===== config.mk =====
export PLATFORM = sky130hd
export DESIGN_NAME = mem_stage_pipe
export DESIGN_NICKNAME = d
export VERILOG_FILES = /design/src/rtl/mem_stage_pipe.sv
export SDC_FILE = /design/constraint.sdc
export NUM_CORES = 1
export LEC_CHECK = 0
export CORE_AREA = 2 2 214 216
export DETAILED_ROUTE_END_ITERATION = 8
export DIE_AREA = 0 0 216 218
export GPL_TIMING_DRIVEN = 1
export PLACE_DENSITY_LB_ADDON = 0.3
export SLEW_MARGIN = 40
export SYNTH_ARGS = -nofsm -noshare
export SYNTH_HDL_FRONTEND = slang
export SYNTH_SLANG_ARGS = --single-unit

===== constraint.sdc =====
create_clock -name clk -period 1.94 [get_ports clk]
set_clock_uncertainty 0.1 [all_clocks]
set_input_delay 0.291 -clock clk [delete_from_list [all_inputs] [get_ports clk]]
set_output_delay 0.291 -clock clk [all_outputs]
set_load 0.05 [all_outputs]

===== src/rtl/mem_stage_pipe.sv =====
// mem_stage_pipe: EX/MEM register, flags register, data-memory req/ack FSM and MEM/WB register.
// Define MEM_TIMEOUT_EN to add the ack timeout counter and the sticky dmem_err flag.
module mem_stage_pipe #(
  parameter  int unsigned TIMEOUT_CYCLES = 16,
  localparam int unsigned XLEN = 64,
  localparam int unsigned RW   = 5,
  localparam int unsigned CW   = 6,
  localparam int unsigned FW   = 4
) (
  input  logic            clk,
  input  logic            reset,
  input  logic [XLEN-1:0] ex_alu_result,
  input  logic [XLEN-1:0] ex_reg_data2,
  input  logic [XLEN-1:0] ex_bl_write_data,
  input  logic [RW-1:0]   ex_rd,
  input  logic [CW-1:0]   ex_control_out,
  input  logic [FW-1:0]   ex_flags,
  output logic            dmem_req,
  output logic            dmem_we,
  output logic [XLEN-1:0] dmem_addr,
  output logic [XLEN-1:0] dmem_wdata,
  input  logic            dmem_ack,
  input  logic [XLEN-1:0] dmem_rdata,
  output logic            mem_stall,
  output logic [FW-1:0]   current_flags,
  output logic [XLEN-1:0] ex_mem_forward_data,
  output logic [RW-1:0]   ex_mem_rd,
  output logic            ex_mem_reg_write,
  output logic [XLEN-1:0] mem_wb_forward_data,
  output logic [RW-1:0]   mem_wb_rd,
  output logic            mem_wb_reg_write,
  output logic            dmem_err
);

  localparam int unsigned CTL_REG_WRITE  = 5;
  localparam int unsigned CTL_MEM_WRITE  = 4;
  localparam int unsigned CTL_MEM_READ   = 3;
  localparam int unsigned CTL_MEM_TO_REG = 2;
  localparam int unsigned CTL_SET_FLAGS  = 1;
  localparam int unsigned CTL_BL         = 0;

  typedef enum logic [0:0] {IDLE = 1'b0, WAIT = 1'b1} state_t;

  if (TIMEOUT_CYCLES == 0) begin : g_bad_timeout
    $error("TIMEOUT_CYCLES must be nonzero");
  end

  logic [XLEN-1:0] exm_alu;
  logic [XLEN-1:0] exm_data2;
  logic [XLEN-1:0] exm_link;
  logic [RW-1:0]   exm_rd;
  logic            exm_reg_write;
  logic            exm_mem_write;
  logic            exm_mem_read;
  logic            exm_mem_to_reg;
  logic            exm_bl;

  state_t          state;
  state_t          state_nxt;
  logic            mem_op;
  logic            done;
  logic            timeout;
  logic [XLEN-1:0] load_data;
  logic [XLEN-1:0] wb_data;

  // EX/MEM register and architectural flags; both freeze while memory stalls
  always_ff @(posedge clk or negedge reset) begin
    if (!reset) begin
      exm_alu        <= '0;
      exm_data2      <= '0;
      exm_link       <= '0;
      exm_rd         <= '0;
      exm_reg_write  <= 1'b0;
      exm_mem_write  <= 1'b0;
      exm_mem_read   <= 1'b0;
      exm_mem_to_reg <= 1'b0;
      exm_bl         <= 1'b0;
      current_flags  <= '0;
    end else if (!mem_stall) begin
      exm_alu        <= ex_alu_result;
      exm_data2      <= ex_reg_data2;
      exm_link       <= ex_bl_write_data;
      exm_rd         <= ex_rd;
      exm_reg_write  <= ex_control_out[CTL_REG_WRITE];
      exm_mem_write  <= ex_control_out[CTL_MEM_WRITE];
      exm_mem_read   <= ex_control_out[CTL_MEM_READ];
      exm_mem_to_reg <= ex_control_out[CTL_MEM_TO_REG];
      exm_bl         <= ex_control_out[CTL_BL];
      if (ex_control_out[CTL_SET_FLAGS]) begin
        current_flags <= ex_flags;
      end
    end
  end

  assign mem_op              = exm_mem_write | exm_mem_read;
  assign ex_mem_forward_data = exm_bl ? exm_link : exm_alu;
  assign ex_mem_rd           = exm_rd;
  assign ex_mem_reg_write    = exm_reg_write;
  assign dmem_addr           = exm_alu;
  assign dmem_wdata          = exm_data2;

  always_ff @(posedge clk or negedge reset) begin
    if (!reset) begin
      state <= IDLE;
    end else begin
      state <= state_nxt;
    end
  end

  always_comb begin
    state_nxt = state;
    case (state)
      IDLE:    if (mem_op && !done) state_nxt = WAIT;
      WAIT:    if (done) state_nxt = IDLE;
      default: state_nxt = IDLE;
    endcase
  end

  // An op completes on ack (or timeout) only while a request is outstanding
  always_comb begin
    dmem_req = 1'b0;
    case (state)
      IDLE:    dmem_req = mem_op;
      WAIT:    dmem_req = 1'b1;
      default: dmem_req = 1'b0;
    endcase
    done      = dmem_req & (dmem_ack | timeout);
    dmem_we   = dmem_req & exm_mem_write;
    mem_stall = dmem_req & ~done;
  end

`ifdef MEM_TIMEOUT_EN
  localparam int unsigned CNT_W = $clog2(TIMEOUT_CYCLES) + 1;
  logic [CNT_W-1:0] wait_cnt;

  assign timeout = (state == WAIT) && (wait_cnt == CNT_W'(TIMEOUT_CYCLES - 1));

  always_ff @(posedge clk or negedge reset) begin
    if (!reset) begin
      wait_cnt <= '0;
      dmem_err <= 1'b0;
    end else begin
      if (state == WAIT && !done) begin
        wait_cnt <= wait_cnt + CNT_W'(1);
      end else begin
        wait_cnt <= '0;
      end
      if (timeout) begin
        dmem_err <= 1'b1;
      end
    end
  end
`else
  assign timeout  = 1'b0;
  assign dmem_err = 1'b0;
`endif

  // A timed-out load returns zero rather than whatever is on the bus
  assign load_data = timeout ? '0 : dmem_rdata;
  assign wb_data   = exm_mem_to_reg ? load_data : ex_mem_forward_data;

  always_ff @(posedge clk or negedge reset) begin
    if (!reset) begin
      mem_wb_forward_data <= '0;
      mem_wb_rd           <= '0;
      mem_wb_reg_write    <= 1'b0;
    end else if (mem_stall) begin
      mem_wb_forward_data <= '0;
      mem_wb_rd           <= '0;
      mem_wb_reg_write    <= 1'b0;
    end else begin
      mem_wb_forward_data <= wb_data;
      mem_wb_rd           <= exm_rd;
      mem_wb_reg_write    <= exm_reg_write;
    end
  end

endmodule


==> flow_metrics.tcl <==
set metrics [dict create \
    status "complete, but fails checks" \
    violations "setup timing" \
    clkSlewWorstSetupHoldPaths_ns 0.06 \
    synthCells 733 \
    initial_utilization 0.2729 \
    cts_root_buf "clkbuf_16" \
    fmax_mhz 441.4 \
    setup_viol 65 \
    multi_input_area_sq_mm 0.004741 \
    final_cell_mix "dfrtp_1, clkdlybuf4s50_1, mux2_4, buf_4, dlygate4sd2_1" \
    clk_latency_ns 0.53 \
    r2r-end "exm_link[27]" \
    fin_crit_ns 2.266 \
    tritoncts "yes" \
    hold_path.class "primary input to async pin" \
    whs_ns 0.2058 \
    regArea_sq_mm 0.006939 \
    power.share.switching 0.3657 \
    ant_nets 0 \
    hold_viol 0 \
    yosysWarningCount 0 \
    cts_made_buffers 34 \
    num-fill-cells 4184 \
    drv_slew 0 \
    dr.pass1.iters 4 \
    layout_commonest_cell "dfrtp_1" \
    nNetsFinal 1606 \
    via_per_inst 4.211 \
    preCtsSetupSlack_ns -0.08913 \
    antenna_found_initial 0 \
    syn_avg_cell_area_sq_um 16.71 \
    synth_nets 1007 \
    grt_pass1_vias 9108 \
    p_sw_mw 7.759 \
    yosysSeqAreaShare 0.5658 \
    io_buffers 548 \
    worstMarginPinSlew_ns 0.5447 \
    core-area_sq_mm 0.04489 \
    finalPower_mw 21.22 \
    p_comb_frac 0.364 \
    rr_worst_depth 6 \
    synthSimpleGateAreaFrac 0.02522 \
    drt_iter0_markers 400 \
    final.setup.tns_ns -18.04 \
    rsz0062_at_grt "true" \
    final_cells 1959 \
    drc_errors 0 \
    post_route_cells_drive_above_1_share 0.4072 \
    seqPwrFrac 0.331 \
    slew_headroom 0.6383 \
    die_w_um 216 \
    gr-total-overflow 0 \
    finalCritPeriodShare 1.168 \
    clock_power_share 0.305 \
    drv_cap 0 \
    end_kind "primary output" \
    detail_route.wl_per_cell_um 19.89 \
    arrival_ns 1.87 \
    critPathRequiredTime_ns 1.55 \
    ff2ff_setup_slack_ns 0.10 \
    layout_setup_ws_ns -0.3257 \
    cts_sinks 277 \
    die_h_um 218 \
    rows 78 \
    wl_um 38960 \
    grt_max_degree 51 \
    worstReg2RegStart "exm_mem_read" \
    synth_fa_ha_area_frac 0 \
    vias 8249 \
    synth-compound-area-share 0.0004085 \
    critical_path_peak_fanout 34 \
    finalWeightedCongestion 0.8316 \
    ir_drop_mv 0.7015 \
    pin_count 550 \
    pwr_density_cell_mw_per_mm2 1093 \
    startpoint_type "register" \
    netlist_area_sq_mm 0.01225 \
    syn_to_final_growth_pct 58.38 \
    grt_pass1_wl_um 58100 \
    synthMuxAreaShare 0.3596 \
    placed_cells 1884 \
    dieArea_sq_mm 0.04709 \
    track_usage 0.1613 \
    power_leakage_nw 9.222 \
    critPathKind "register to primary output" \
    cts_buffer_depth 3 \
    synth.ff_latch_count 277 \
    internal-power_mw 13.46 \
    htreeDepth 2 \
    dp_hpwl_um 28900 \
    synth_cell_type_count 17 \
    synth_xor_area_frac 0 \
    synth_top_family_by_area "multiplexers" \
]
[synth_stat cells]
| library cell | instances | area share |
|---|---|---|
| inv_1 | 1 | 0.00031 |
| mux2_2 | 77 | 0.071 |
| buf_6 | 6 | 0.0055 |
| buf_8 | 1 | 0.0012 |
| mux2i_1 | 64 | 0.052 |
| conb_1 | 1 | 0.00031 |
| o21ai_0 | 1 | 0.00041 |
| dfrtp_1 | 277 | 0.57 |
| buf_4 | 1 | 0.00061 |
| nor2_1 | 65 | 0.020 |
| nor2b_1 | 6 | 0.0031 |
| buf_2 | 15 | 0.0061 |
| nor2_4 | 1 | 0.00092 |
| mux2_4 | 193 | 0.24 |
| clkbuf_1 | 2 | 0.00061 |
| buf_12 | 21 | 0.034 |
| nor3_4 | 1 | 0.0013 |
[critical path, cell delays in order (launching register included)]
cell	delay (ns)
dfrtp_4	0.45
buf_16	0.21
mux2_2	0.41
buf_4	0.20
[how the worst max path moves through the flow]
stage / startpoint / to / depth (start not counted)
after floorplan: exm_bl / mem_wb_forward_data[13] / 5
after global placement: dmem_ack / ex_mem_rd[1] / 5
after detailed placement: dmem_ack / dmem_wdata[26] / 5
after CTS: exm_bl / ex_mem_forward_data[33] / 3
after global routing: exm_bl / ex_mem_forward_data[33] / 3
final: exm_bl / ex_mem_forward_data[27] / 3
[kinds of logic (layout without fill, tap and decap cells)]
kind of cell	after synthesis	in the layout
multiplexers	334	334
flip-flops	277	277
AND/OR/NAND/NOR	73	73
buffers and inverters	47	672
other	1	2
AO/OA/AOI/OAI	1	1
[layer usage]
metal | global-route usage | vias up | share of wire
met5 | 0 | - | 0
met4 | 0.05023 | 0 | 0.020
met3 | 0.04923 | 48 | 0.079
met2 | 0.2660 | 352 | 0.49
met1 | 0.2027 | 4094 | 0.42
li1 | - | 3755 | -
[power groups by stage]
stage / sequential (mW) / combinational, mW / clock, mW
after detailed placement: 7.12 / 7.91 / 0
after global placement: 7.12 / 7.89 / 0
final: 7.03 / 7.72 / 6.47
after CTS: 7.03 / 7.75 / 6.71
after global routing: 7.12 / 8.03 / 6.98
after floorplan: 9.10 / 3.08 / 0
[metrics by stage]
stage          utilization  instance area (sq um)
5_1_grt             0.4322                  19400
4_1_cts             0.4296                  19290
6_report            0.4322                  19400
3_5_place_dp        0.4040                  18140
2_1_floorplan            -                  12250
3_3_place_gp        0.4040                  18140
[layout make-up]
class / count / share of cell area
Antenna cell: 1 / 0.0001290
Sequential cell: 277 / 0.3576
Multi-Input combinational cell: 409 / 0.2443
Tap cell: 600 / 0.03869
Clock buffer: 50 / 0.05423
Clock inverter: 12 / 0.005803
Inverter: 1 / 0.0001934
Timing Repair Buffer: 609 / 0.2991
[repair_timing]
action | CTS | global route
hold buffers | 1 | 0
hold endpoints to repair | 109 | 0
setup endpoints to repair | 186 | 238
buffers inserted | 5 | 4
gates cloned | 1 | 3
gates resized for setup | 141 | 4
pin swaps | 2 | 2
Note: power is estimated with default switching activity, not from simulation.
==> edit 1 (same settings) <==
The option `MEM_TIMEOUT_EN` is turned on by a define.
--- a/src/rtl/mem_stage_pipe.sv
+++ b/src/rtl/mem_stage_pipe.sv
@@ -2,2 +2,4 @@
 // Define MEM_TIMEOUT_EN to add the ack timeout counter and the sticky dmem_err flag.
+`define MEM_TIMEOUT_EN
+
 module mem_stage_pipe #(
Check against the original RTL: same outputs for any inputs over 4 cycles, from zero or initial values and one cycle with reset low; that may be too few to reach the edited logic, so the function may still have changed.
==> edit 1 against the unedited design <==
- design area up 12%
- wire length rose by 17%
- power increased by 7.6%
- setup slack got worse by 250 ps
- clock power decreased by 2%
- first-iteration DRC count shrank 7.5%
- global-route usage grew 1.2 points
- the run still ends with setup timing left
- critical path depth up 8
- critical endpoint is now dmem_addr[31]
- synthesized cell count increased by 4.6%
- area after synthesis down 4.1%
- die area stayed put
- sequential cell count increased by 6
==> edit 1: results (changes against the unedited design) <==
CP max stage delay=380 ps (-70 ps); worst-path fanout max=7 (-79%); wire per inst=22.0 um (+11%); Tightest Pin Transition=702 ps (+158 ps); Num CTS Buffers=35 (+2.9%); Synth Net Count=1043 (+3.6%); Max rail drop VDD=0.709 mV (+1.1%); status=finished, violations left; largest net degree at the start of global routing=51 (unchanged); Finish-stage setup viols=459 (+610%); worst skew pair latency=530 ps (about the same); Post-synth EDFFs=0 (unchanged); layout cells sized above 1=0.460 (+0.0523); DR vias/cell=4.43 (+5.1%); Yosys cell types=23 (+6); Reg clk slew, reported paths=60 ps (about the same); vias in the first global route=9735 (+6.9%); antenna-violating nets left=0 (unchanged); worst setup margin=-580 ps (-254 ps); Slowest-stage cell, CP=dfrtp_1; Tot GR Track Use=0.174 (+0.0122); Root Buffer=clkbuf_16; Post-synth ARST share=1.00 (unchanged); Final nets=1723 (+7.3%); CTS H-tree lvls=2 (unchanged); DP Area=18000 sq um (-0.92%); sequential area share after synthesis=0.603 (+0.0373); CTS Buffer Depth=3 (unchanged); HPWL Detailed=29500 um (+2.2%); Routability Congestion=0.856 (+2.9%); Leakage=0.00981 uW (+6.4%); Net Sw Power=8220 uW (+5.9%); DR iter-0 viols=370 (-7.5%); synth top area cells=dfrtp_1 (60%), mux2_2 (16%), mux2_4 (13%); buffers added on ports=549 (+0.18%); router iterations before antenna repair=4 (unchanged); Worst Path Arrival=2830 ps (+960 ps); HP Class=primary input to asynchronous set/reset pin; top cells by count, synth=dfrtp_1 (283), mux2_2 (168), mux2_4 (100), nor2_1 (69), a22oi_1 (66); yosys warns=0 (unchanged); first-pass GRT wire length=61600 um (+5.9%); initial antenna violation count=0 (unchanged); failing checks=setup timing
-- edit 1: timing repair --
action | 4_1_cts | 5_1_grt
gates resized for setup | 93 | 252
pin swaps | 3 | 27
setup endpoints to repair | 460 | 460
cloned | 13 | 27
hold buffers | 1 | 0
hold endpoints to repair | 72 | 0
buffers inserted | 12 | 41
-- edit 1: power by group through the flow --
stage          Clock, uW  Sequential (uW)  Combinational (uW)
4_1_cts             6550             7170                8360
3_3_place_gp           0             7220                7790
2_1_floorplan          0             9230                2810
6_report            6330             7160                9340
5_1_grt             6820             7260                9680
3_5_place_dp           0             7240                7830
-- edit 1: per-stage QoR --
stage,TNS (ps),setup WS (ps),std cells,hold WS (ps),total power [uW]
2_1_floorplan,-63030,-335,767,-105,12000
3_3_place_gp,-80230,-396,1924,185,15000
3_5_place_dp,-86800,-437,1924,180,15100
4_1_cts,-152350,-622,2011,200,22100
5_1_grt,-185210,-671,2071,225,23800
6_report,-153750,-580,2072,230,22800
-- edit 1: logic make-up (layout without fill, tap and decap cells) --
logic type,Yosys count,after routing,share of synthesized area
flops,283,283,0.603
mux,268,268,0.289
simple gates,81,81,0.0284
compound gates,73,73,0.0458
buf+inv,58,762,0.0302
fa+ha+maj,2,2,0.00213
xor+xnor,2,2,0.00149
other cells,0,1,0
-- edit 1: cell type report --
type / instances / area, sq um
fill: 3972 / 23300
clock inverter: 7 / 63.8
sequential: 283 / 7090
tap: 600 / 751
timing repair buffer: 694 / 7760
clock buffer: 54 / 1040
inverter: 7 / 31.3
antenna: 1 / 2.50
multi-input combinational: 426 / 4910
-- edit 1: critical path, delay by kind of cell, from the launching register on --
| kind | cells | cell delay [ps] |
|---|---|---|
| mux | 1 | 290 |
| fa+ha+maj | 2 | 350 |
| flops | 1 | 380 |
| compound gates | 1 | 160 |
| buf+inv | 5 | 690 |
| simple gates | 2 | 420 |
-- edit 1: layer usage --
layer,vias up,share of wire,global-route usage
li1,4095,-,-
met1,4636,0.40,0.203
met2,379,0.50,0.301
met3,59,0.077,0.0614
met4,0,0.021,0.0491
met5,-,0,0
-- edit 1: path summary, 6_finish.rpt --
kind	to	cells after the start	slack (ps)	startpoint
max reg2reg	dmem_addr[31]	11	-580	wait_cnt[0]
max in group asynchronous	dmem_addr[1]	4	770	reset
min	exm_link[11]	2	230	reset
min in group clk	exm_link[48]	2	270	ex_bl_write_data[48]
min reg2reg	dmem_err	1	360	dmem_err
max	dmem_addr[31]	11	-580	wait_cnt[0]
==> edit 2 (same settings) <==
Made on the original files. Register the output `current_flags` once more; this adds one clock of latency there. The other outputs are not delayed to match.
--- a/src/rtl/mem_stage_pipe.sv
+++ b/src/rtl/mem_stage_pipe.sv
@@ -43,2 +43,4 @@
 
+  logic [FW-1:0] current_flags_s0;
+
   if (TIMEOUT_CYCLES == 0) begin : g_bad_timeout
@@ -77,3 +79,3 @@
       exm_bl         <= 1'b0;
-      current_flags  <= '0;
+      current_flags_s0 <= '0;
     end else if (!mem_stall) begin
@@ -89,3 +91,3 @@
       if (ex_control_out[CTL_SET_FLAGS]) begin
-        current_flags <= ex_flags;
+        current_flags_s0 <= ex_flags;
       end
@@ -177,2 +179,6 @@
 
+  always_ff @(posedge clk) begin
+    current_flags <= current_flags_s0;
+  end
+
 endmodule
Function: changed (Yosys sat finds a counterexample within 4 cycles, from zero or initial values and one cycle with reset low).
==> edit 2 against the unedited design <==
- the run still ends with setup timing left
- sequential cell count rose by 4
- design area rose by 1.8%
- die area did not move
- worst hold slack got worse by 58 ps
- area after synthesis rose by 0.65%
- count of clock-buffer cells in the layout fell by 2
- power rose by 1.2%
- non-clock buffer count rose by 9
- setup slack improved by 29 ps
- wire length fell by 0.26%
- critical endpoint unchanged
==> edit 2: results (changes against the unedited design) <==
status=finished, violations left; failing checks=setup timing; Top Layer Used=met5; sequential area share after synthesis=0.569 (+0.00282); Max rail drop VDD=0.613 mV (-13%); DR iter-0 viols=367 (-8.3%); worst-path fanout max=8 (-76%); Num CTS Buffers=34 (unchanged); Post-Route WL=38900 um (-0.26%); vias in the first global route=9191 (+0.91%); first-pass GRT wire length=56700 um (-2.4%); Root Buffer=clkbuf_16; Post-synth ARST share=0.986 (-0.0142); Finish-stage setup viols=65 (unchanged); Reg clk slew, reported paths=60 ps (about the same); Final nets=1619 (+0.81%); HP Class=primary input to asynchronous set/reset pin; Yosys cell types=18 (+1); top cells by count, synth=dfrtp_1 (277), mux2_4 (193), mux2_2 (77), nor2_1 (65), mux2i_1 (64); setup slack, reg-to-reg=20 ps (-80 ps); antenna-violating nets left=0 (unchanged); Routability Congestion=0.822 (-1.1%); router iterations before antenna repair=4 (unchanged); layout cells sized above 1=0.405 (-0.00225); largest net degree at the start of global routing=53 (+3.9%); CP max stage delay=500 ps (+50 ps); Place WS=-10.8 ps (+78.4 ps); Leakage=0.00938 uW (+1.8%); Register-to-Register Path Depth=7 (+1); Routed met3 length=3070 um (-0.29%); Tightest Pin Transition=553 ps (+8.58 ps); Slowest-stage cell, CP=dfrtp_4; DP Area=18200 sq um (+0.51%); Worst Path Arrival=1850 ps (-20 ps); worst skew pair latency=520 ps; Synth Net Count=1011 (+0.40%); fillers=4104 (-1.9%); DRT met1 WL=16100 um (-0.25%); gr ovfl total=0 (unchanged); buffers added on ports=548 (unchanged); Worst R2R Start=exm_mem_read; CTS H-tree lvls=2 (unchanged); worst setup margin=-297 ps (+29.2 ps); HPWL Detailed=28000 um (-3.2%); DR vias/cell=4.19 (-0.58%); yosys warns=0 (unchanged); CTS Buffer Depth=3 (unchanged); worst r2r dst=dmem_wdata[31]; met2 wire length=18800 um (-0.39%); initial antenna violation count=1 (+1); Tot GR Track Use=0.157 (-0.00479); synth top area cells=dfrtp_1 (56%), mux2_4 (23%), mux2_2 (7.0%)
==> edit 2: cell count changes after synthesis, sizes merged <==
cell / change
dfxtp: +4
==> edit 2: cell type report <==
| type | instances | share of cell area |
|---|---|---|
| Clock inverter | 11 | 0.00640 |
| Tap cell | 600 | 0.0380 |
| Antenna cell | 1 | 0.000127 |
| Clock buffer | 48 | 0.0494 |
| Inverter | 1 | 0.000190 |
| Multi-Input combinational cell | 409 | 0.241 |
| Timing Repair Buffer | 618 | 0.310 |
| Sequential cell | 281 | 0.355 |
==> edit 2: where the power goes <==
part | switching (uW) | total (uW) | internal [uW]
sequential | 483 | 7140 | 6650
combinational | 4760 | 8010 | 3240
clock | 2540 | 6330 | 3790
==> edit 2: worst max-delay path by stage <==
stage | startpoint | endpoint
floorplan | exm_bl | mem_wb_forward_data[13]
finish | exm_bl | ex_mem_forward_data[27]
detailed placement | dmem_ack | exm_mem_to_reg
CTS | exm_bl | ex_mem_forward_data[34]
global placement | dmem_ack | mem_stall
global route | exm_bl | ex_mem_forward_data[63]
==> edit 2: layer usage <==
metal	GRT usage	vias up
li1	-	3778
met4	0.0466	2
met2	0.259	337
met1	0.194	4073
met5	0	-
met3	0.0527	53
==> edit 2: metrics by stage <==
stage | util | TNS [ps] | hold WS (ps) | cells | total power (uW)
3_5_place_dp | 0.406 | -214 | 116 | 1889 | 15100
3_3_place_gp | 0.406 | 0 | 114 | 1889 | 15100
6_report | 0.440 | -17040 | 148 | 1969 | 21500
2_1_floorplan | - | 0 | -105 | 737 | 12300
5_1_grt | 0.440 | -22270 | 144 | 1968 | 22400
4_1_cts | 0.429 | -19370 | 156 | 1953 | 21400
==> edit 2: kinds of logic after synthesis <==
family / synth area share
buf+inv: 0.0484
other cells: 0.000304
simple gates: 0.0251
flops: 0.569
compound gates: 0.000405
mux: 0.357
==> edit 2: critical path, delay by kind of cell, from the launching register on <==
family                 cells  cell delay [ps]
flip-flops                 1              500
buffers and inverters      3              470
multiplexers               1              330
==> edit 2: timing repair <==
item	in CTS	in global routing
hold buffers	1	0
setup endpoints to repair	182	66
cloned	1	7
pin swaps	2	2
buffers inserted	4	8
gates resized for setup	125	74
endpoints found under the hold margin	222	0
